### src/rtl/ahb3lite_interconnect_master_port_if.sv
// Bus bundle between one AHB3-Lite master and its interconnect master port.
// Handshake: an address phase transfers on the rising HCLK edge where
// mst_HSEL & mst_HREADY & mst_HREADYOUT are all high; a data phase completes
// on the edge where the owning side's HREADYOUT is high. Slave-side signals
// follow the same rule with slvHSEL / slvHREADY / slvHREADYOUT.
interface ahb3lite_interconnect_master_port_if #(
    parameter int HADDR_SIZE = 32,
    parameter int HDATA_SIZE = 32,
    parameter int SLAVES     = 8
);
    // master side
    logic                  mst_HSEL;
    logic [HADDR_SIZE-1:0] mst_HADDR;
    logic [HDATA_SIZE-1:0] mst_HWDATA;
    logic [HDATA_SIZE-1:0] mst_HRDATA;
    logic                  mst_HWRITE;
    logic [2:0]            mst_HSIZE;
    logic [2:0]            mst_HBURST;
    logic [3:0]            mst_HPROT;
    logic [1:0]            mst_HTRANS;
    logic                  mst_HMASTLOCK;
    logic                  mst_HREADY;
    logic                  mst_HREADYOUT;
    logic                  mst_HRESP;

    // slave side
    logic [SLAVES-1:0][HADDR_SIZE-1:0] slvHADDRbase;
    logic [SLAVES-1:0][HADDR_SIZE-1:0] slvHADDRmask;
    logic [SLAVES-1:0]                 slvHSEL;
    logic [HADDR_SIZE-1:0]             slvHADDR;
    logic [HDATA_SIZE-1:0]             slvHWDATA;
    logic                              slvHWRITE;
    logic [2:0]                        slvHSIZE;
    logic [2:0]                        slvHBURST;
    logic [3:0]                        slvHPROT;
    logic [1:0]                        slvHTRANS;
    logic                              slvHMASTLOCK;
    logic                              slvHREADY;
    logic [SLAVES-1:0][HDATA_SIZE-1:0] slvHRDATA;
    logic [SLAVES-1:0]                 slvHREADYOUT;
    logic [SLAVES-1:0]                 slvHRESP;
    logic [SLAVES-1:0]                 slv_granted;
    logic [SLAVES-1:0]                 can_switch;

    // the interconnect port itself
    modport slave (
        input  mst_HSEL, mst_HADDR, mst_HWDATA, mst_HWRITE, mst_HSIZE, mst_HBURST,
               mst_HPROT, mst_HTRANS, mst_HMASTLOCK, mst_HREADY,
        output mst_HRDATA, mst_HREADYOUT, mst_HRESP,
        input  slvHADDRbase, slvHADDRmask, slvHRDATA, slvHREADYOUT, slvHRESP, slv_granted,
        output slvHSEL, slvHADDR, slvHWDATA, slvHWRITE, slvHSIZE, slvHBURST, slvHPROT,
               slvHTRANS, slvHMASTLOCK, slvHREADY, can_switch
    );

    // the environment around the port (AHB master plus slave ports)
    modport master (
        output mst_HSEL, mst_HADDR, mst_HWDATA, mst_HWRITE, mst_HSIZE, mst_HBURST,
               mst_HPROT, mst_HTRANS, mst_HMASTLOCK, mst_HREADY,
        input  mst_HRDATA, mst_HREADYOUT, mst_HRESP,
        output slvHADDRbase, slvHADDRmask, slvHRDATA, slvHREADYOUT, slvHRESP, slv_granted,
        input  slvHSEL, slvHADDR, slvHWDATA, slvHWRITE, slvHSIZE, slvHBURST, slvHPROT,
               slvHTRANS, slvHMASTLOCK, slvHREADY, can_switch
    );
endinterface

### src/rtl/ahb3lite_interconnect_master_port.sv
// Master-side port of the AHB3-Lite multi-layer switch. Decodes the master
// address onto one slave port, stalls the master until that port grants it,
// answers unmapped addresses with a two-cycle ERROR response and routes the
// data-phase response back from the slave port owning the data phase.
module ahb3lite_interconnect_master_port #(
    parameter int HADDR_SIZE = 32,
    parameter int HDATA_SIZE = 32,
    parameter int SLAVES     = 8
) (
    input  logic HRESETn,
    input  logic HCLK,
    ahb3lite_interconnect_master_port_if.slave bus,
    output logic [2:0] dbg_state
);
    localparam int SLAVE_BITS = (SLAVES > 1) ? $clog2(SLAVES) : 1;

    localparam logic [1:0] HTRANS_NONSEQ = 2'b10;
    localparam logic [1:0] HTRANS_SEQ    = 2'b11;

    typedef enum logic [2:0] {
        ST_IDLE = 3'd0,
        ST_DATA = 3'd1,
        ST_WAIT = 3'd2,
        ST_ERR1 = 3'd3,
        ST_ERR2 = 3'd4
    } state_t;

    state_t                state;
    state_t                acc_state;
    logic [SLAVE_BITS-1:0] dp_idx;
    logic [SLAVE_BITS-1:0] dec_idx;
    logic                  dec_hit;
    logic                  accept;
    logic                  addr_slot;

    // address phase held while waiting for a grant
    logic [SLAVE_BITS-1:0] hold_idx;
    logic [HADDR_SIZE-1:0] hold_addr;
    logic                  hold_write;
    logic [2:0]            hold_size;
    logic [2:0]            hold_burst;
    logic [3:0]            hold_prot;
    logic [1:0]            hold_trans;
    logic                  hold_lock;

    logic [SLAVES-1:0]     sel_c;
    logic [SLAVES-1:0]     can_switch_c;

    assign dbg_state = state;

    // address decode; scanning downwards lets the lowest matching index win
    always_comb begin
        dec_hit = 1'b0;
        dec_idx = '0;
        for (int s = SLAVES - 1; s >= 0; s--) begin
            if ((bus.slvHADDRmask[s] != '0) &&
                (((bus.mst_HADDR ^ bus.slvHADDRbase[s]) & bus.slvHADDRmask[s]) == '0)) begin
                dec_hit = 1'b1;
                dec_idx = SLAVE_BITS'(s);
            end
        end
    end

    // master-facing response, selected by the current state
    always_comb begin
        bus.mst_HREADYOUT = 1'b1;
        bus.mst_HRESP     = 1'b0;
        case (state)
            ST_IDLE: begin
                bus.mst_HREADYOUT = 1'b1;
                bus.mst_HRESP     = 1'b0;
            end
            ST_DATA: begin
                bus.mst_HREADYOUT = bus.slvHREADYOUT[dp_idx];
                bus.mst_HRESP     = bus.slvHRESP[dp_idx];
            end
            ST_WAIT: begin
                bus.mst_HREADYOUT = 1'b0;
                bus.mst_HRESP     = 1'b0;
            end
            ST_ERR1: begin
                bus.mst_HREADYOUT = 1'b0;
                bus.mst_HRESP     = 1'b1;
            end
            ST_ERR2: begin
                bus.mst_HREADYOUT = 1'b1;
                bus.mst_HRESP     = 1'b1;
            end
            default: begin
                bus.mst_HREADYOUT = 1'b1;
                bus.mst_HRESP     = 1'b0;
            end
        endcase
    end

    assign bus.mst_HRDATA = bus.slvHRDATA[dp_idx];

    // accept decision for a sampled address phase; only NONSEQ/SEQ are active
    always_comb begin
        accept    = bus.mst_HSEL & bus.mst_HREADY & bus.mst_HREADYOUT & bus.mst_HTRANS[1];
        addr_slot = (state == ST_IDLE) || (state == ST_ERR2) ||
                    ((state == ST_DATA) && bus.slvHREADYOUT[dp_idx]);
        if (!accept)                        acc_state = ST_IDLE;
        else if (!dec_hit)                  acc_state = ST_ERR1;
        else if (bus.slv_granted[dec_idx])  acc_state = ST_DATA;
        else                                acc_state = ST_WAIT;
    end

    // transfer-tracking FSM with data-phase owner and grant-wait hold register
    always_ff @(posedge HCLK or negedge HRESETn) begin
        if (!HRESETn) begin
            state      <= ST_IDLE;
            dp_idx     <= '0;
            hold_idx   <= '0;
            hold_addr  <= '0;
            hold_write <= 1'b0;
            hold_size  <= '0;
            hold_burst <= '0;
            hold_prot  <= '0;
            hold_trans <= '0;
            hold_lock  <= 1'b0;
        end else if (addr_slot) begin
            state <= acc_state;
            if (acc_state == ST_DATA) begin
                dp_idx <= dec_idx;
            end
            if (acc_state == ST_WAIT) begin
                hold_idx   <= dec_idx;
                hold_addr  <= bus.mst_HADDR;
                hold_write <= bus.mst_HWRITE;
                hold_size  <= bus.mst_HSIZE;
                hold_burst <= bus.mst_HBURST;
                hold_prot  <= bus.mst_HPROT;
                hold_trans <= bus.mst_HTRANS;
                hold_lock  <= bus.mst_HMASTLOCK;
            end
        end else begin
            case (state)
                ST_WAIT: begin
                    if (bus.slv_granted[hold_idx] && bus.slvHREADYOUT[hold_idx]) begin
                        state  <= ST_DATA;
                        dp_idx <= hold_idx;
                    end
                end
                ST_ERR1: state <= ST_ERR2;
                default: state <= state;
            endcase
        end
    end

    // slave-facing address phase: held transfer in WAIT, live pass-through otherwise
    always_comb begin
        sel_c = '0;
        if (state == ST_WAIT) begin
            sel_c[hold_idx]  = 1'b1;
            bus.slvHADDR     = hold_addr;
            bus.slvHWRITE    = hold_write;
            bus.slvHSIZE     = hold_size;
            bus.slvHBURST    = hold_burst;
            bus.slvHPROT     = hold_prot;
            // the slave port sees a fresh transfer, so a held SEQ restarts as NONSEQ
            bus.slvHTRANS    = (hold_trans == HTRANS_SEQ) ? HTRANS_NONSEQ : hold_trans;
            bus.slvHMASTLOCK = hold_lock;
            bus.slvHREADY    = bus.slvHREADYOUT[hold_idx];
        end else begin
            if (dec_hit && HRESETn) begin
                sel_c[dec_idx] = bus.mst_HSEL;
            end
            bus.slvHADDR     = bus.mst_HADDR;
            bus.slvHWRITE    = bus.mst_HWRITE;
            bus.slvHSIZE     = bus.mst_HSIZE;
            bus.slvHBURST    = bus.mst_HBURST;
            bus.slvHPROT     = bus.mst_HPROT;
            bus.slvHTRANS    = bus.mst_HTRANS;
            bus.slvHMASTLOCK = bus.mst_HMASTLOCK;
            bus.slvHREADY    = bus.mst_HREADYOUT;
        end
    end

    assign bus.slvHSEL   = sel_c;
    assign bus.slvHWDATA = bus.mst_HWDATA;

    // a slave port must not re-arbitrate in the middle of a locked or burst sequence
    always_comb begin
        for (int s = 0; s < SLAVES; s++) begin
            can_switch_c[s] = ~(sel_c[s] & (bus.slvHMASTLOCK | bus.slvHTRANS[0]));
        end
    end

    assign bus.can_switch = can_switch_c;
endmodule

### src/flat_wrapper.sv
// flat-port wrapper written by rule: the top's interface ports become plain ports
module ahb3lite_interconnect_master_port_flat 
#(
    parameter int HADDR_SIZE = 32,
    parameter int HDATA_SIZE = 32,
    parameter int SLAVES     = 8
)
  (HRESETn, HCLK, dbg_state, bus_mst_HSEL, bus_mst_HADDR, bus_mst_HWDATA, bus_mst_HWRITE, bus_mst_HSIZE, bus_mst_HBURST, bus_mst_HPROT, bus_mst_HTRANS, bus_mst_HMASTLOCK, bus_mst_HREADY, bus_mst_HRDATA, bus_mst_HREADYOUT, bus_mst_HRESP, bus_slvHADDRbase, bus_slvHADDRmask, bus_slvHRDATA, bus_slvHREADYOUT, bus_slvHRESP, bus_slv_granted, bus_slvHSEL, bus_slvHADDR, bus_slvHWDATA, bus_slvHWRITE, bus_slvHSIZE, bus_slvHBURST, bus_slvHPROT, bus_slvHTRANS, bus_slvHMASTLOCK, bus_slvHREADY, bus_can_switch);
  ahb3lite_interconnect_master_port_if #(.HADDR_SIZE(HADDR_SIZE), .HDATA_SIZE(HDATA_SIZE), .SLAVES(SLAVES)) bus_i ();
  input  logic HRESETn;
  input  logic HCLK;
  output logic [2:0] dbg_state;
  input wire logic [$bits(bus_i.mst_HSEL)-1:0] bus_mst_HSEL;
  input wire logic [$bits(bus_i.mst_HADDR)-1:0] bus_mst_HADDR;
  input wire logic [$bits(bus_i.mst_HWDATA)-1:0] bus_mst_HWDATA;
  input wire logic [$bits(bus_i.mst_HWRITE)-1:0] bus_mst_HWRITE;
  input wire logic [$bits(bus_i.mst_HSIZE)-1:0] bus_mst_HSIZE;
  input wire logic [$bits(bus_i.mst_HBURST)-1:0] bus_mst_HBURST;
  input wire logic [$bits(bus_i.mst_HPROT)-1:0] bus_mst_HPROT;
  input wire logic [$bits(bus_i.mst_HTRANS)-1:0] bus_mst_HTRANS;
  input wire logic [$bits(bus_i.mst_HMASTLOCK)-1:0] bus_mst_HMASTLOCK;
  input wire logic [$bits(bus_i.mst_HREADY)-1:0] bus_mst_HREADY;
  output wire logic [$bits(bus_i.mst_HRDATA)-1:0] bus_mst_HRDATA;
  output wire logic [$bits(bus_i.mst_HREADYOUT)-1:0] bus_mst_HREADYOUT;
  output wire logic [$bits(bus_i.mst_HRESP)-1:0] bus_mst_HRESP;
  input wire logic [$bits(bus_i.slvHADDRbase)-1:0] bus_slvHADDRbase;
  input wire logic [$bits(bus_i.slvHADDRmask)-1:0] bus_slvHADDRmask;
  input wire logic [$bits(bus_i.slvHRDATA)-1:0] bus_slvHRDATA;
  input wire logic [$bits(bus_i.slvHREADYOUT)-1:0] bus_slvHREADYOUT;
  input wire logic [$bits(bus_i.slvHRESP)-1:0] bus_slvHRESP;
  input wire logic [$bits(bus_i.slv_granted)-1:0] bus_slv_granted;
  output wire logic [$bits(bus_i.slvHSEL)-1:0] bus_slvHSEL;
  output wire logic [$bits(bus_i.slvHADDR)-1:0] bus_slvHADDR;
  output wire logic [$bits(bus_i.slvHWDATA)-1:0] bus_slvHWDATA;
  output wire logic [$bits(bus_i.slvHWRITE)-1:0] bus_slvHWRITE;
  output wire logic [$bits(bus_i.slvHSIZE)-1:0] bus_slvHSIZE;
  output wire logic [$bits(bus_i.slvHBURST)-1:0] bus_slvHBURST;
  output wire logic [$bits(bus_i.slvHPROT)-1:0] bus_slvHPROT;
  output wire logic [$bits(bus_i.slvHTRANS)-1:0] bus_slvHTRANS;
  output wire logic [$bits(bus_i.slvHMASTLOCK)-1:0] bus_slvHMASTLOCK;
  output wire logic [$bits(bus_i.slvHREADY)-1:0] bus_slvHREADY;
  output wire logic [$bits(bus_i.can_switch)-1:0] bus_can_switch;
  assign bus_i.mst_HSEL = bus_mst_HSEL;
  assign bus_i.mst_HADDR = bus_mst_HADDR;
  assign bus_i.mst_HWDATA = bus_mst_HWDATA;
  assign bus_i.mst_HWRITE = bus_mst_HWRITE;
  assign bus_i.mst_HSIZE = bus_mst_HSIZE;
  assign bus_i.mst_HBURST = bus_mst_HBURST;
  assign bus_i.mst_HPROT = bus_mst_HPROT;
  assign bus_i.mst_HTRANS = bus_mst_HTRANS;
  assign bus_i.mst_HMASTLOCK = bus_mst_HMASTLOCK;
  assign bus_i.mst_HREADY = bus_mst_HREADY;
  assign bus_mst_HRDATA = bus_i.mst_HRDATA;
  assign bus_mst_HREADYOUT = bus_i.mst_HREADYOUT;
  assign bus_mst_HRESP = bus_i.mst_HRESP;
  assign bus_i.slvHADDRbase = bus_slvHADDRbase;
  assign bus_i.slvHADDRmask = bus_slvHADDRmask;
  assign bus_i.slvHRDATA = bus_slvHRDATA;
  assign bus_i.slvHREADYOUT = bus_slvHREADYOUT;
  assign bus_i.slvHRESP = bus_slvHRESP;
  assign bus_i.slv_granted = bus_slv_granted;
  assign bus_slvHSEL = bus_i.slvHSEL;
  assign bus_slvHADDR = bus_i.slvHADDR;
  assign bus_slvHWDATA = bus_i.slvHWDATA;
  assign bus_slvHWRITE = bus_i.slvHWRITE;
  assign bus_slvHSIZE = bus_i.slvHSIZE;
  assign bus_slvHBURST = bus_i.slvHBURST;
  assign bus_slvHPROT = bus_i.slvHPROT;
  assign bus_slvHTRANS = bus_i.slvHTRANS;
  assign bus_slvHMASTLOCK = bus_i.slvHMASTLOCK;
  assign bus_slvHREADY = bus_i.slvHREADY;
  assign bus_can_switch = bus_i.can_switch;
  ahb3lite_interconnect_master_port #(.HADDR_SIZE(HADDR_SIZE), .HDATA_SIZE(HDATA_SIZE), .SLAVES(SLAVES)) u_core (.HRESETn(HRESETn), .HCLK(HCLK), .bus(bus_i), .dbg_state(dbg_state));
endmodule
### config.mk
export PLATFORM = sky130hd
export DESIGN_NAME = ahb3lite_interconnect_master_port_flat
export DESIGN_NICKNAME = d
export VERILOG_FILES = /design/src/rtl/ahb3lite_interconnect_master_port_if.sv /design/src/rtl/ahb3lite_interconnect_master_port.sv /design/src/flat_wrapper.sv
export SDC_FILE = /design/constraint.sdc
export NUM_CORES = 1
export LEC_CHECK = 0
export BUFFER_PORTS_ARGS = -buffer_cell sky130_fd_sc_hd__buf_2
export CORE_AREA = 2 2 397 399
export DETAILED_ROUTE_END_ITERATION = 6
export DIE_AREA = 0 0 399 401
export GPL_TIMING_DRIVEN = 1
export PLACE_DENSITY = 0.3
export SYNTH_ARGS = -nofsm -noshare
export SYNTH_HDL_FRONTEND = slang
export SYNTH_SLANG_ARGS = --single-unit
### constraint.sdc
create_clock -name HCLK -period 4.97 [get_ports HCLK]
set_clock_uncertainty 0.15 [all_clocks]
set_input_delay 0.497 -clock HCLK [delete_from_list [all_inputs] [get_ports HCLK]]
set_output_delay 0.497 -clock HCLK [all_outputs]
set_load 0.005 [all_outputs]
==> results of run 1 <==
## metal layers
| layer | vias up | share of wire | routed length [um] | track usage |
|---|---|---|---|---|
| li1 | 6010 | - | - | - |
| met1 | 6859 | 0.39 | 49500 | 0.174 |
| met3 | 219 | 0.091 | 11700 | 0.0540 |
| met4 | 98 | 0.028 | 3580 | 0.0375 |
| met5 | - | 0.0048 | 614 | 0 |
| met2 | 822 | 0.49 | 62900 | 0.266 |
## registers in the layout (all words and copies together) (netlist names)
signal,cells
u_core.hold_addr,32
u_core.hold_burst,3
u_core.dbg_state,3
u_core.hold_idx,3
u_core.hold_trans,2
u_core.hold_write,1
u_core.hold_lock,1
u_core.hold_size,3
u_core.dp_idx,3
u_core.hold_prot,4
## placed cells by master, fill, tap and decap left out, drive strengths merged, types with 9 or more instances in the layout
cell	n
nor2	24
and4	11
mux4	68
diode	16
nor4	71
buf	1022
a22oi	131
nand4	44
o21ai	15
inv	11
xor2	256
mux2	85
nand2	164
nand3	9
dfrtp	55
## report_power, final
part | internal, mW | total [mW] | switching, mW | leakage (nW)
clock network | 0.191 | 0.399 | 0.208 | 0.0718
registers | 0.464 | 0.572 | 0.108 | 0.754
logic | 0.912 | 2.24 | 1.33 | 7.20
## synth_stat cells (5+ instances only)
cell and instances:
and4_1 10, mux2_2 77, xor2_1 256, a21oi_1 5, nor4_1 70, buf_1 8, nand2b_1 5, mux2_4 8
dfrtp_1 55, nor2_1 24, a22oi_1 130, buf_2 18, nand2_1 164, mux2i_1 8, nand4_1 44, buf_4 45
buf_6 5, nand3_1 9, inv_1 10, mux4_2 68, clkbuf_1 26, o21ai_0 13
## area by class of cell
type,instances,area [um^2],share of cell area
flip-flops and latches,55,1390,0.0794
multi-input cells,941,7890,0.453
well taps,2058,2570,0.148
diodes,16,40.0,0.00230
inverters,10,37.5,0.00215
clock buffers,5,125,0.00718
clock inverters,3,23.8,0.00136
repair buffers,1022,5360,0.307
## worst paths after layout
check                      depth (start not counted)  slack [ps]                   end
min in group HCLK                                  2         280  u_core.hold_trans[0]
max reg2reg                                        8        1860   u_core.hold_addr[1]
min reg2reg                                        1         360   u_core.hold_addr[1]
max                                               13         220     bus_can_switch[4]
max in group asynchronous                          2        3850      u_core.dp_idx[1]
min                                                2         210  u_core.hold_burst[2]
## stage by stage
| step | worst slack [ps] | instances |
|---|---|---|
| after floorplan | 1520 | 1109 |
| after global placement | 21.9 | 4086 |
| after detailed placement | 95.6 | 4086 |
| after CTS | 107 | 4094 |
| after global routing | 98.1 | 4106 |
| final | 223 | 4110 |
## worst max-delay path: stages
cell and delay (ps):
buf_2 160, nor4_1 890, nand4_1 160, or2_1 320
and4_1 370, a22oi_2 310, nand3_1 190, or2_2 320
nand2b_1 170, o21ai_0 340, buf_4 190, nand2_1 40
buf_2 120
## logic make-up after synthesis
kind of cell              Yosys count
AOI/OAI and AO/OA                 176
and+or+nand+nor                   348
buffers and inverters             113
xor gates and xnor gates          256
DFF                                55
muxes                             161
==> flow_summary_export.csv, run 1 <==
group,metric,value,unit
yosys,synth.area.top_cells,"xor2_1 (23%), mux4_2 (15%), dfrtp_1 (14%)",
yosys,synthXorXnorAreaFrac,0.226,
yosys,yosysWarnings,0,
clock_network,cts_tree,"done",
setup_path,crit_type,"input port to output port",
die,die-area,160000,um^2
sta,rsz0062_at_grt,"false",
power_and_ir_drop,report.power.total,3.21,mW
run_status,status,"completed",
power_and_ir_drop,power_density,184,nW/um^2
finish,syn_to_final_growth,75.7,%
yosys,yosys.cell_types.count,49,
sta,relSlewSlack,0.306,
drt,ant_nets,0,
setup_path,required,4320,ps
yosys,avgSynthCellArea,8.95,um^2
finish,utilization,0.112,
die,core-area,156000,um^2
grt,overflow,0,
yosys,synth_top_area_frac,0.226,
run,cap_viol_max_count,0,
drt,drt_first_pass_iters,5,
sta,finalHoldViolCount,0,
setup_path,end_kind,"output port",
finish,nNetsFinal,2909,
min_path,min-delay-path-class,"input port to asynchronous set/reset pin",
sta,fin_crit_sh,0.955,
setup_path,crit_start,"bus_slvHADDRmask[88]",
sta,worst_pin_slew,1030,ps
clock_network,postCtsHoldBufs,0,
sta,period_minus_slack,4750,ps
die,ioPinCount,1006,
drt,drtIter0Drc,974,
grt,grt_max_degree,68,
drt,remaining_drc_errors,0,
yosys,synth.cell_area,9920,um^2
clock_network,cts_resized,0,
finish,fill_cells,18300,
yosys,synth_cells,1109,
grt,grt_pass1_vias,14600,
power_and_ir_drop,leakagePower,8.03,nW
yosys,synth_compound_area_frac,0.129,
grt,antenna_found_initial,92,
grt,grt_pass1_wl,158000,um
yosys,ys_async_sr_fraction,1.00,
placement,placed_cell_area,17200,um^2
sta,fin_hold_ws,206,ps
sta,setup_viol,0,
clock_network,h-tree-depth,2,
drt,via_count,14000,
yosys,synthAdderAreaFrac,0,
setup_path,critPathMaxFanout,3,
sta,drv_slew,0,
grt,grt_util_all_layers,0.152,
drt,wire_per_inst,31.2,um
setup_path,rr_startpoint,"u_core.dp_idx[1]",
yosys,ys_seq_elements,55,
yosys,synth_top_family_by_area,"multiplexers",
die,rows,145,
die,fp.dieH,401,um
clock_network,clock_latency,320,ps
setup_path,start_kind,"input port",
yosys,yosys.area_share.simple,0.177,
yosys,synth-edff-count,0,
clock_network,cts_root_buf,"clkbuf_16",
sta,max_freq,211,MHz
yosys,synth_mux_area_frac,0.262,
finish,drive_gt1_frac,0.589,
sta,setup_tns,0,ps
yosys,synth_nets,1983,
clock_network,clock-sinks,55,
clock_network,cts_buffers,5,
setup_path,cp_data_arrival_time,4100,ps
yosys,yosysSeqAreaShare,0.139,
drt,drt_wl_total,128000,um
clock_network,path_clk_slew,90,ps
power_and_ir_drop,ir_worst_vdd,0.140,mV
die,initial_core_util,0.0637,
finish,final_area,17400,um^2
clock_network,cts_setup_buffers,0,
placement,routabilityCongestion,0.970,
placement,io_buffers,941,
die,die_w,399,um
yosys,synth_top_area_cell,"xor2_1",
drt,post_drt_via_cell_ratio,3.41,
clock_network,clockBufferDepth,2,
placement,place_hpwl,118000,um
yosys,ys.flop_type,"dfrtp_1",
Note: power is estimated with default switching activity, not from simulation.
==> run 2, diff against run 1 <==
--- a/config.mk
+++ b/config.mk
@@ -5,12 +5,14 @@
 export SDC_FILE = /design/constraint.sdc
 export NUM_CORES = 1
 export LEC_CHECK = 0
+export ABC_AREA = 1
 export BUFFER_PORTS_ARGS = -buffer_cell sky130_fd_sc_hd__buf_2
-export CORE_AREA = 2 2 397 399
+export CORE_AREA = 2 2 394 396
 export DETAILED_ROUTE_END_ITERATION = 6
-export DIE_AREA = 0 0 399 401
+export DIE_AREA = 0 0 396 398
 export GPL_TIMING_DRIVEN = 1
 export PLACE_DENSITY = 0.3
+export RECOVER_POWER = 25
 export SYNTH_ARGS = -nofsm -noshare
 export SYNTH_HDL_FRONTEND = slang
 export SYNTH_SLANG_ARGS = --single-unit
==> run 2 against run 1 <==
Power increased by 6.5%; worst setup slack gained 320 ps; sequential share of layout area fell by 0.62 points; flip-flop and latch count is the same; register-to-register slack lost 450 ps; worst hold slack improved by 24 ps; fmax up 7.3%; global-route usage grew 2.4 points; cell area up 8.2%; routed wire length up 13%; largest cell class unchanged.
==> flow_summary_export.csv, run 2 <==
group,metric,value,unit
run_status,status,"completed",
placement,placed_cell_area,18600,um^2
min_path,min-delay-path-class,"input port to register",
grt,grt_pass1_wl,184000,um
drt,ant_nets,0,
finish,largestRegisters,"u_core.hold_addr: 32 flops, u_core.hold_prot: 4 flops",
clock_network,cts_resized,0,
yosys,yosysSeqAreaShare,0.117,
power_and_ir_drop,ir_worst_vdd,0.120,mV
setup_path,cp_data_arrival_time,3780,ps
clock_network,cts_tree,"done",
yosys,ys_async_sr_fraction,1.00,
die,core-area,153000,um^2
yosys,avgSynthCellArea,5.12,um^2
finish,final_common_cell,"buf_2",
grt,grt_use_met3,0.0601,
finish,syn_to_final_growth,61.0,%
die,die_w,396,um
sta,drv_slew,0,
yosys,synth_top_area_frac,0.193,
finish,fill_cells,18400,
grt,grt_max_degree,108,
finish,nNetsFinal,4016,
placement,routabilityCongestion,0.924,
clock_network,postCtsHoldBufs,1,
power_and_ir_drop,power_density,181,nW/um^2
power_and_ir_drop,leakagePower,9.27,nW
finish,largest_reg_flops,32,
yosys,ys.flop_type,"dfrtp_1",
finish,final_area,18900,um^2
setup_path,critPathMaxFanout,8,
sta,relSlewSlack,0.350,
drt,remaining_drc_errors,0,
finish,drive_gt1_frac,0.346,
yosys,ys_seq_elements,55,
grt,overflow,0,
grt,use_met2,0.343,
yosys,yosys.cell_count.top_type,"nand2_1",
clock_network,clock-sinks,55,
die,initial_core_util,0.0764,
yosys,synth_cells,2289,
die,fp.dieH,398,um
grt,antenna_found_initial,174,
clock_network,path_clk_slew,100,ps
drt,drtIter0Drc,1124,
sta,rsz0062_at_grt,"false",
clock_network,h-tree-depth,2,
sta,finalHoldViolCount,0,
finish,top_register,"u_core.hold_addr",
run,cap_viol_max_count,0,
die,die-area,158000,um^2
finish,final_cell_mix,"buf_2 (936), nand2_1 (603), nor2_1 (496)",
sta,setup_tns,0,ps
grt,busiest_layer,"met2",
sta,max_freq,226,MHz
yosys,synth-edff-count,0,
yosys,synth.cell_area,11700,um^2
yosys,synth.area.top_cells,"nand2_1 (19%), nor2_1 (16%), dfrtp_1 (12%)",
die,rows,144,
drt,wire_per_inst,27.9,um
grt,use_met1,0.179,
drt,drt_wl_total,145000,um
clock_network,cts_root_buf,"clkbuf_16",
clock_network,cts_buffers,5,
setup_path,crit_type,"input port to output port",
setup_path,end_kind,"output port",
yosys,synth.top_cells.by_count,"nand2_1 (603), nor2_1 (496), o21ai_0 (218)",
drt,post_drt_via_cell_ratio,3.74,
drt,via_count,19500,
yosys,synth_nets,3163,
drt,drt_first_pass_iters,5,
yosys,yosys.cell_types.count,47,
clock_network,clockBufferDepth,2,
sta,setup_viol,0,
yosys,yosysWarnings,0,
sta,fin_crit_sh,0.890,
placement,io_buffers,941,
clock_network,clock_latency,360,ps
sta,period_minus_slack,4420,ps
clock_network,cts_setup_buffers,0,
yosys,synth_top_area_cell,"nand2_1",
grt,grt_util_all_layers,0.176,
placement,place_hpwl,132000,um
grt,grt_pass1_vias,18700,
setup_path,start_kind,"input port",
setup_path,required,4320,ps
die,ioPinCount,1006,
placement,dpl.cell_count,5178,
sta,worst_pin_slew,964,ps
finish,finalNonFillerCells,5211,
run 2: changes by cell type after synthesis, sizes merged, moves of 31 or more:
cell    change
a22oi     -131
or2       +109
nor2      +474
mux4       -68
nand2     +447
inv       +140
clkbuf     +31
xor2      -225
nand3     +189
o21ai     +254
nor4       -56
o22ai      +34
mux2       -85
run 2: layout make-up:
type	instances	area, um^2	area share
clock buffer	5	125	0.00663
clock inverter	3	22.5	0.00119
tap	2044	2560	0.136
sequential	55	1380	0.0732
inverter	151	568	0.0301
timing repair buffer	984	5160	0.273
multi-input combinational	1945	8990	0.477
antenna	24	60.1	0.00318
run 2: through the flow:
stage	util	setup WS [ps]	hold WS (ps)	power, mW
floorplan	-	2110	51.4	1.56
global placement	0.122	259	304	3.08
detailed placement	0.122	289	308	3.07
CTS	0.123	286	190	3.57
global route	0.123	255	214	3.76
finish	0.123	545	229	3.42
run 2: logic make-up (layout without fill, tap and decap cells):
kind of cell	Yosys count	after routing	synth area share
xor gates and xnor gates	31	31	0.0232
AOI/OAI and AO/OA	382	382	0.179
and+or+nand+nor	1532	1532	0.565
DFF	55	55	0.117
buffers and inverters	289	1143	0.116
other	0	24	0
run 2: worst paths after layout:
| kind | from | to | slack (ps) | cells after the start |
|---|---|---|---|---|
| max | bus_mst_HADDR[5] | bus_can_switch[1] | 550 | 17 |
| min | bus_mst_HSIZE[2] | u_core.hold_size[2] | 230 | 3 |
| max reg2reg | u_core.dp_idx[0] | u_core.hold_trans[1] | 1410 | 11 |
| min reg2reg | u_core.hold_trans[1] | u_core.hold_trans[1] | 340 | 1 |
| max in group asynchronous | HRESETn | u_core.hold_addr[1] | 3230 | 3 |
| min in group asynchronous | HRESETn | u_core.hold_idx[1] | 520 | 2 |
run 2: per-layer routing:
metal / vias up / wire length (um)
met5: - / 723
met4: 114 / 4470
met3: 363 / 12700
met2: 1025 / 76500
li1: 9208 / -
met1: 8783 / 50800
run 2: power breakdown:
| part | leakage (nW) | switching (mW) | internal [mW] |
|---|---|---|---|
| Sequential | 0.689 | 0.0468 | 0.462 |
| Combinational | 8.51 | 1.60 | 0.867 |
| Clock | 0.0743 | 0.258 | 0.192 |
| Total | 9.27 | 1.90 | 1.52 |
run 2: critical path, cell delays in order:
cell	delay, ps
buf_2	240
nor2_1	80
o21ai_0	770
inv_1	200
nand4_1	150
nor2_1	50
nand3_1	200
nand2_1	190
inv_2	150
nand2_2	80
a21oi_2	180
inv_1	60
nor2_1	170
buf_4	140
a22o_1	380
nand2_1	80
buf_2	150
==> run 3, diff against run 2 <==
==> constraint.sdc (replaced) <==
create_clock -name HCLK -period 4.97 [get_ports HCLK]
set_clock_uncertainty 0.15 [all_clocks]
set_input_delay 0.994 -clock HCLK [delete_from_list [all_inputs] [get_ports HCLK]]
set_output_delay 0.994 -clock HCLK [all_outputs]
set_load 0.005 [all_outputs]
==> run 3 against run 2 <==
The run now ends with max-capacitance violations, max-slew violations left; flip-flop and latch count unchanged; power up 3.6%; final cell count up 2.3%; die area unchanged; worst hold slack better by 110 ps; routed wire length down 1.2%; global-route usage down 0.21 points; first-iteration DRC count up 6.3%; combinational power up 6%; critical path depth up 1; sequential power down 2%.
==> flow_summary_export.csv, run 3 (synthesized netlist as in run 2, its figures left out) <==
group,metric,value,unit
drt,remaining_drc_errors,0,
drt,ant_nets,0,
finish,largestRegisters,"u_core.hold_addr: 32 flops, u_core.hold_prot: 4 flops",
grt,grt_use_met3,0.0483,
sta,finalHoldViolCount,0,
setup_path,ff2ff_path_depth,11,
drt,drtIter0Drc,1195,
placement,routabilityCongestion,0.903,
setup_path,rr_startpoint,"u_core.dp_idx[0]",
setup_path,crit_type,"input port to output port",
finish,top_register,"u_core.hold_addr",
finish,final_common_cell,"buf_2",
sta,drv_slew,30,
min_path,min_from,"u_core.hold_trans[1]",
placement,place_hpwl,132000,um
clock_network,clockBufferDepth,2,
sta,relSlewSlack,-0.339,
clock_network,path_clk_slew,100,ps
placement,dpl.cell_count,5292,
power_and_ir_drop,power_density,175,nW/um^2
placement,place_worst_setup_slack,-356,ps
setup_path,end_kind,"output port",
die,ioPinCount,1006,
grt,grt_pass1_vias,19300,
finish,nNetsFinal,4132,
grt,use_met1,0.181,
run_status,status,"finished with violations",
grt,grt_pass1_wl,182000,um
setup_path,critPathMaxFanout,8,
grt,antenna_found_initial,136,
die,die_w,396,um
die,initial_core_util,0.0764,
drt,drt_wl_total,143000,um
drt,wire_per_inst,26.9,um
die,die-area,158000,um^2
grt,use_met2,0.335,
placement,io_buffers,941,
run,cap_viol_max_count,1,
clock_network,cts_buffers,5,
clock_network,clock-sinks,55,
drt,post_drt_via_cell_ratio,3.69,
sta,setup_viol,0,
setup_path,required,3830,ps
grt,busiest_layer,"met2",
finish,final_cell_mix,"buf_2 (921), nand2_1 (597), nor2_1 (487)",
finish,finalNonFillerCells,5330,
finish,syn_to_final_growth,72.6,%
drt,drt_first_pass_iters,5,
sta,period_minus_slack,4820,ps
clock_network,h-tree-depth,2,
grt,overflow,0,
clock_network,postCtsHoldBufs,0,
grt,grt_max_degree,102,
setup_path,r2r_slack,2110,ps
setup_path,start_kind,"input port",
min_path,min_path_cells,1,
finish,fill_cells,18400,
clock_network,clock_latency,350,ps
min_path,min-delay-path-class,"register to register",
min_path,whs_endpoint,"u_core.hold_trans[1]",
die,rows,144,
die,fp.dieH,398,um
die,core-area,153000,um^2
drt,via_count,19700,
grt,grt_util_all_layers,0.174,
sta,worst_pin_slew,2010,ps
run_status,violations,"max-capacitance violations, max-slew violations",
sta,fin_crit_sh,0.969,
setup_path,reg2reg_to,"u_core.hold_trans[1]",
sta,setup_tns,0,ps
setup_path,cp_data_arrival_time,3670,ps
clock_network,cts_root_buf,"clkbuf_16",
finish,largest_reg_flops,32,
power_and_ir_drop,ir_worst_vdd,0.131,mV
sta,postLayoutSetupSlackWorst,154,ps
sta,max_freq,208,MHz
power_and_ir_drop,leakagePower,9.97,nW
clock_network,cts_tree,"done",
finish,drive_gt1_frac,0.383,
-- run 3: cell type report --
type,instances,area [um^2],share of cell area
clock inverters,3,31.3,0.00155
well taps,2044,2560,0.127
diodes,27,67.6,0.00334
clock buffers,5,125,0.00619
repair buffers,1100,6340,0.314
flip-flops and latches,55,1380,0.0683
inverters,151,582,0.0288
multi-input cells,1945,9130,0.452
-- run 3: worst max-delay path by stage --
stage	from	to	slack [ps]	cells past startpoint
3_5_place_dp	bus_mst_HADDR[7]	bus_slvHSEL[3]	-360	17
3_3_place_gp	bus_mst_HADDR[7]	bus_slvHSEL[3]	-380	17
6_report	bus_mst_HADDR[12]	bus_can_switch[2]	150	18
2_1_floorplan	bus_mst_HADDR[10]	bus_can_switch[2]	1110	15
5_1_grt	bus_mst_HADDR[23]	bus_can_switch[3]	-3	20
4_1_cts	bus_mst_HADDR[16]	bus_can_switch[1]	7	20
-- run 3: repair_timing --
item / in CTS / in global routing
pin swaps: 3 / 15
endpoints found under the hold margin: 0 / 0
resized for setup: 15 / 63
setup buffers: 3 / 1
setup endpoints to repair: 14 / 13
-- run 3: worst max-delay path, stage by stage --
cell and delay (ps):
buf_2 140, buf_4 190, or2_2 300, nand3_1 80, nand4_1 100, nor2_1 290
nand3_1 180, nand2_2 130, buf_12 110, inv_2 60, buf_4 150, nand2_2 70
nor2_2 50, nor3_2 190, buf_4 140, a32o_2 170, nand2_2 110, buf_2 180
-- run 3: metal layers --
metal / vias up / wire length, um
li1: 9441 / -
met1: 8856 / 52300
met2: 983 / 75300
met3: 323 / 10400
met4: 78 / 4960
met5: - / 512
-- run 3: stage by stage --
| stage | hold WS [ps] | utilization | power (mW) | instance area, um^2 |
|---|---|---|---|---|
| finish | 335 | 0.132 | 3.54 | 20200 |
| global route | 352 | 0.132 | 3.89 | 20200 |
| CTS | 336 | 0.130 | 3.68 | 20000 |
| detailed placement | 307 | 0.129 | 3.18 | 19700 |
| global placement | 300 | 0.129 | 3.18 | 19700 |
| floorplan | 284 | - | 1.56 | 11700 |
-- run 3: power by group --
group          leakage (nW)  internal, mW  switching (mW)
registers             0.689         0.462          0.0384
clock network        0.0780         0.198           0.250
logic                  9.21         0.951            1.64
total                  9.97          1.61            1.93
